File: config.mk
export PLATFORM = sky130hd
export DESIGN_NAME = io_seg7_scan_flat
export DESIGN_NICKNAME = d
export VERILOG_FILES = /design/src/rtl/io_seg7_pkg.sv /design/src/rtl/io_seg7_scan_if.sv /design/src/rtl/hex7seg.sv /design/src/rtl/io_seg7_scan.sv /design/src/flat_wrapper.sv
export SDC_FILE = /design/constraint.sdc
export NUM_CORES = 1
export LEC_CHECK = 0
export ABC_AREA = 1
export CAP_MARGIN = 20
export CORE_MARGIN = 2
export CORE_UTILIZATION = 56
export CTS_CLUSTER_DIAMETER = 120
export CTS_CLUSTER_SIZE = 16
export DETAILED_ROUTE_END_ITERATION = 8
export PLACE_DENSITY = 0.94
export SYNTH_ARGS = -nofsm -noshare
export SYNTH_HDL_FRONTEND = slang
export SYNTH_SLANG_ARGS = --single-unit
export TNS_END_PERCENT = 5
File: constraint.sdc
create_clock -name clk -period 5.7 [get_ports clk]
set_clock_uncertainty 0.2 [all_clocks]
set_input_delay 0.57 -clock clk [delete_from_list [all_inputs] [get_ports clk]]
set_output_delay 0.57 -clock clk [all_outputs]
set_load 0.03 [all_outputs]
File: src/rtl/io_seg7_pkg.sv
// Shared types and constants for the seven-segment scanner.
// Mode encodings, the blank segment pattern and the hex segment table.
package io_seg7_pkg;

  typedef enum logic [1:0] {
    MODE_P0     = 2'b00,
    MODE_P1     = 2'b01,
    MODE_SPLIT  = 2'b10,
    MODE_P0_ALT = 2'b11
  } mode_e;

  localparam logic [6:0] SEG_OFF = 7'h7F;

  // Active-low {g,f,e,d,c,b,a}; the leftmost entry is nibble F.
  localparam logic [15:0][6:0] HEX_SEG = {
    7'h0E, 7'h06, 7'h21, 7'h46, 7'h03, 7'h08, 7'h10, 7'h00,
    7'h78, 7'h02, 7'h12, 7'h19, 7'h30, 7'h24, 7'h79, 7'h40
  };

endpackage

File: src/rtl/io_seg7_scan_if.sv
// Bundle between the CPU output registers and the display scanner.
// The master drives port values and display controls; the slave drives the display.
interface io_seg7_scan_if;

  logic [31:0] out_port0;
  logic [31:0] out_port1;
  logic [1:0]  mode;
  logic        blank_lz;
  logic [7:0]  an;
  logic [6:0]  seg;
  logic        dp;
  logic        frame_tick;

  modport master (
    output out_port0, out_port1, mode, blank_lz,
    input  an, seg, dp, frame_tick
  );

  modport slave (
    input  out_port0, out_port1, mode, blank_lz,
    output an, seg, dp, frame_tick
  );

endinterface

File: src/rtl/hex7seg.sv
// Nibble to active-low seven-segment decoder.
module hex7seg
  import io_seg7_pkg::*;
(
  input  logic [3:0] nib,
  output logic [6:0] seg
);

  assign seg = HEX_SEG[nib];

endmodule

File: src/rtl/io_seg7_scan.sv
// Eight-digit multiplexed hex display driven from two CPU output ports.
// A shadow copy is taken at each frame boundary so a frame never tears.
module io_seg7_scan
  import io_seg7_pkg::*;
#(
  parameter int DIV  = 50000,
  parameter int NDIG = 8
) (
  input logic           clk,
  input logic           clrn,
  io_seg7_scan_if.slave bus
);

  localparam int CW = (DIV > 1) ? $clog2(DIV) : 1;
  localparam int DW = $clog2(NDIG);

  logic [CW-1:0] cnt;
  logic [DW-1:0] dig;
  logic [31:0]   shadow_val;
  mode_e         shadow_mode;
  logic          shadow_blank;

  logic          slot_end;
  logic          frame_end;
  logic [31:0]   sel_val;
  logic [3:0]    nib;
  logic [6:0]    hex_seg;
  logic          split;
  logic          lower_half;
  logic [DW-1:0] anchor;
  logic          lz_run;
  logic          blank;

  logic [7:0]    an_q;
  logic [6:0]    seg_q;
  logic          dp_q;
  logic          tick_q;

  assign slot_end  = (cnt == CW'(DIV - 1));
  assign frame_end = slot_end && (dig == DW'(NDIG - 1));

  always_comb begin
    // NOTE: default first so every path assigns sel_val and no latch is inferred.
    sel_val = bus.out_port0;
    case (bus.mode)
      MODE_P1:    sel_val = bus.out_port1;
      MODE_SPLIT: sel_val = {bus.out_port1[15:0], bus.out_port0[15:0]};
      default:    ;
    endcase
  end

  assign nib = shadow_val[{dig, 2'b00} +: 4];

  hex7seg u_hex7seg (
    .nib (nib),
    .seg (hex_seg)
  );

  // In split mode each half blanks on its own, anchored at its rightmost digit.
  assign split      = (shadow_mode == MODE_SPLIT);
  assign lower_half = split && (dig < DW'(NDIG / 2));
  assign anchor     = (split && !lower_half) ? DW'(NDIG / 2) : '0;

  always_comb begin
    lz_run = 1'b1;
    for (int i = 0; i < NDIG; i++) begin
      if (i >= int'(dig) && !(lower_half && i >= NDIG / 2) &&
          shadow_val[4*i +: 4] != 4'h0)
        lz_run = 1'b0;
    end
  end

  assign blank = shadow_blank && lz_run && (dig != anchor);

  always_ff @(posedge clk or negedge clrn) begin
    if (!clrn) begin
      cnt          <= '0;
      dig          <= '0;
      shadow_val   <= '0;
      shadow_mode  <= MODE_P0;
      shadow_blank <= 1'b0;
      an_q         <= 8'hFF;
      seg_q        <= SEG_OFF;
      dp_q         <= 1'b1;
      tick_q       <= 1'b0;
    end else begin
      // NOTE: non-blocking so every register samples pre-edge state of the others.
      cnt <= slot_end ? '0 : cnt + 1'b1;
      if (slot_end)
        dig <= dig + 1'b1;
      if (frame_end) begin
        shadow_val   <= sel_val;
        shadow_mode  <= mode_e'(bus.mode);
        shadow_blank <= bus.blank_lz;
      end
      tick_q <= frame_end;
      an_q   <= blank ? 8'hFF : ~(8'd1 << dig);
      seg_q  <= blank ? SEG_OFF : hex_seg;
      dp_q   <= !(split && dig == DW'(NDIG / 2));
    end
  end

  assign bus.an         = an_q;
  assign bus.seg        = seg_q;
  assign bus.dp         = dp_q;
  assign bus.frame_tick = tick_q;

endmodule
File: src/flat_wrapper.sv
// flat-port wrapper written by rule: the top's interface ports become plain ports
module io_seg7_scan_flat import io_seg7_pkg::*;
#(
  parameter int DIV  = 50000,
  parameter int NDIG = 8
)
  (clk, clrn, bus_out_port0, bus_out_port1, bus_mode, bus_blank_lz, bus_an, bus_seg, bus_dp, bus_frame_tick);
  io_seg7_scan_if bus_i ();
  input logic clk;
  input logic clrn;
  input wire logic [$bits(bus_i.out_port0)-1:0] bus_out_port0;
  input wire logic [$bits(bus_i.out_port1)-1:0] bus_out_port1;
  input wire logic [$bits(bus_i.mode)-1:0] bus_mode;
  input wire logic [$bits(bus_i.blank_lz)-1:0] bus_blank_lz;
  output wire logic [$bits(bus_i.an)-1:0] bus_an;
  output wire logic [$bits(bus_i.seg)-1:0] bus_seg;
  output wire logic [$bits(bus_i.dp)-1:0] bus_dp;
  output wire logic [$bits(bus_i.frame_tick)-1:0] bus_frame_tick;
  assign bus_i.out_port0 = bus_out_port0;
  assign bus_i.out_port1 = bus_out_port1;
  assign bus_i.mode = bus_mode;
  assign bus_i.blank_lz = bus_blank_lz;
  assign bus_an = bus_i.an;
  assign bus_seg = bus_i.seg;
  assign bus_dp = bus_i.dp;
  assign bus_frame_tick = bus_i.frame_tick;
  io_seg7_scan #(.DIV(DIV), .NDIG(NDIG)) u_core (.clk(clk), .clrn(clrn), .bus(bus_i));
endmodule
==> qor.yml <==
yosys_register_bits: 71
die_height_um: 91.2
rsz0062_at_grt: "no"
cts_tree: "built"
power-per-cell-area_nw_per_um2: 185
yosysSeqAreaShare_pct: 42.1
critPathMostFrequentCell: "nand2_1"
vias: 4123
layout-drive-gt1-share_pct: 7.15
power.ir.vdd_worst_mv: 0.0958
simple_gate_area_share_of_the_yosys_netlist_pct: 30.0
final_cells: 770
grt_util_all_layers_pct: 27.3
total_i_o_pin_count: 86
insertedDiodeCount: 0
async_reset_ff_share_pct: 100
hp-class: "in2async"
status: "complete, no violations"
startpoint_type: "primary input"
hpwlAfterDp_mm: 8.22
post-synth-top-count-cell: "nand2_1"
gp_routability_congestion: 0.912
report.final.slew_viol_count: 0
routed_wire_length_per_instance_um: 14.0
final_nets: 750
antenna_violating_nets_remaining: 0
post-cts-setup-buffers: 0
synth-edff-count: 0
drt_iter0_markers: 341
rows: 31
effective_utilization_at_floorplan_pct: 58.1
critical_path.endpoint_type: "flip-flop"
worst_skew_pair.late_latency_ns: 0.35
synthCells: 589
cts-buffers-inserted: 9
synth_nets: 673
worst_setup_path_class: "in2reg"
synthMuxAreaShare_pct: 0
detail_route.wirelength_mm: 10.8
yosys.cell_types.count: 29
synth_commonest_cells: "167 x nand2_1, 79 x inv_1, 69 x nand3_1"
grt_max_degree: 72
data_required_time_at_the_worst_endpoint_ns: 5.71
layout_worst_path_cycle_share_pct: 61.8
final_hold_viol_count: 0
grt_first_pass_wirelength_mm: 18.1
synth_compound_gate_area_share_pct: 12.1
die-width_um: 91.2
critPathMaxFanout: 33
slowest_delay_ns: 0.82
global_route_congestion_overflow_total: 0
postCtsResizedCells: 0
number_of_antenna_violations_at_the_first_check_in_global_routing: 0
clock_path_buffers: 2
ctsHtreeMaxLevel: 3
first_global_vias: 3904
p_leak_nw: 2.44
synth_top_family_by_area: "simple AND/OR/NAND/NOR gates"
max_slew_margin_pct: 43.0
timing.fmax_mhz: 284
reg_clk_slew_reported_paths_ns: 0.07
synth-adder-area-share_pct: 4.40
cp_cell_sequence: "clkdlybuf4s50_1, inv_1, ha_1, clkinv_1, nand2_1, o211ai_1, nand2_1, o21ai_0"
post_detailed_route_via_to_cell_ratio: 5.35
synth.top_cells.by_area: "dfrtp_1 32%, nand2_1 15%, dfstp_2 9.9%, nand3_1 8.1%, o21ai_0 7.7%"
cts.sink_count: 71
drc_errors: 0
area_growth_from_synthesis_to_layout_pct: 24.7
average_cell_area_after_synthesis_um2: 7.24
numPlacedInstances: 754
synth_warnings: 0
worst_ep_arrival_time_ns: 3.53
cts_root_buffer: "clkbuf_8"
post_synth_xor_area_fraction_pct: 1.44
cts_hold_repair.buffers: 0
placeableCoreArea_um2: 7330
setup-tns-final_ns: 0
proportion_of_netlist_area_held_by_the_largest_area_contributor_pct: 32.3
max_cap_violations: 0
port-buffer-count: 85
yosysTopAreaCell: "dfrtp_1"
setup-violations-final: 0
timing_worst_slew_pin_value_ns: 0.855
die-area_um2: 8330
fin_crit_ns: 3.52
first_pass_iters: 5
netlist_area_um2: 4260
critical-path-slowest-cell: "ha_1"
synthFlopType: "dfrtp_1"
[final timing paths]
kind | end | depth (start not counted) | from | slack (ns)
setup / recovery | u_core.shadow_val[26] | 8 | bus_mode[0] | 2.18
hold / removal | u_core.cnt[5] | 2 | clrn | 0.20
setup reg to reg | u_core.bus.seg[0] | 11 | u_core.dig[0] | 2.83
hold reg to reg | u_core.cnt[0] | 1 | u_core.cnt[0] | 0.27
max in group asynchronous | u_core.shadow_val[9] | 2 | clrn | 4.53
min in group clk | u_core.cnt[0] | 1 | u_core.cnt[0] | 0.27
[routing by layer]
metal  wire length, µm  part of all wire [%]  track usage (%)  vias up
li1                  -                     -                -     2028
met1              4720                    44             35.7     1848
met2              4970                    46             43.8      211
met3               672                   6.2             4.90       36
met4               394                   3.7             13.6        0
met5                 0                     0                0        -
[registers in the layout (all words and copies together) (netlist names)]
register / flops
u_core.shadow_val: 32
u_core.bus.frame_tick: 1
u_core.bus.seg: 7
u_core.bus.dp: 1
u_core.dig: 3
u_core.cnt: 16
u_core.bus.an: 8
u_core.shadow_mode: 2
u_core.shadow_blank: 1
[kinds of logic after synthesis]
kind of cell               count (synthesis)
adders and majority gates                 15
AOI/OAI and AO/OA                         90
buffers and inverters                    103
xor gates and xnor gates                   7
and+or+nand+nor                          303
DFF                                       71
[worst max-delay path, delay by kind of cell]
kind            cells  cell delay [ns]
fa+ha+maj           1             0.82
simple gates        2             0.69
compound gates      2             0.22
buf+inv             3             1.22
[cell type report]
type | instances | area (µm²)
flip-flops and latches | 71 | 1800
clock buffers | 13 | 169
inverters | 82 | 308
multi-input cells | 415 | 2040
well taps | 99 | 124
fillers | 548 | 2010
repair buffers | 87 | 861
clock inverters | 3 | 17.5
[layout by cell type (no fill, tap or decap)]
| master | synthesis | final |
|---|---|---|
| o21ai_2 | 5 | 5 |
| o211ai_1 | 16 | 16 |
| clkinvlp_4 | 0 | 1 |
| nor3b_1 | 1 | 1 |
| clkdlybuf4s50_1 | 0 | 84 |
| clkinv_2 | 0 | 2 |
| nand2_4 | 1 | 1 |
| nand4_1 | 1 | 1 |
| xnor2_1 | 1 | 1 |
| ha_1 | 15 | 15 |
| buf_4 | 4 | 2 |
| clkbuf_1 | 8 | 1 |
| clkinv_1 | 1 | 1 |
| dfrtp_1 | 55 | 55 |
| nand3_1 | 69 | 69 |
| nor2_2 | 2 | 2 |
| buf_2 | 7 | 1 |
| a21oi_1 | 1 | 1 |
| xor2_1 | 6 | 6 |
| o21ai_0 | 66 | 66 |
| nor3_2 | 1 | 1 |
| nand2_1 | 167 | 167 |
| nor2_1 | 50 | 50 |
| nor2_4 | 2 | 2 |
| clkbuf_8 | 0 | 12 |
| dfstp_2 | 16 | 16 |
| inv_2 | 2 | 2 |
| o21bai_1 | 2 | 2 |
| nor3_1 | 7 | 7 |
| inv_1 | 79 | 79 |
| nand2_2 | 1 | 1 |
| or2_1 | 1 | 1 |
[power by group]
group / internal (mW) / switching [mW]
Clock: 0.192 / 0.182
Sequential: 0.504 / 0
Combinational: 0.0552 / 0.0499
[metrics by stage]
step	instance area (µm²)	worst slack (ns)	util (%)	power [mW]	hold slack, ns
3_5_place_dp	5130	1.87	70.0	0.619	0.263
6_report	5320	2.18	72.5	0.984	0.201
5_1_grt	5320	1.90	72.5	1.02	0.282
3_3_place_gp	5130	2.01	70.0	0.619	0.245
2_1_floorplan	4260	3.63	-	0.551	0.0744
4_1_cts	5320	2.24	72.5	0.990	0.235
Power figures use the tool's default switching activity.
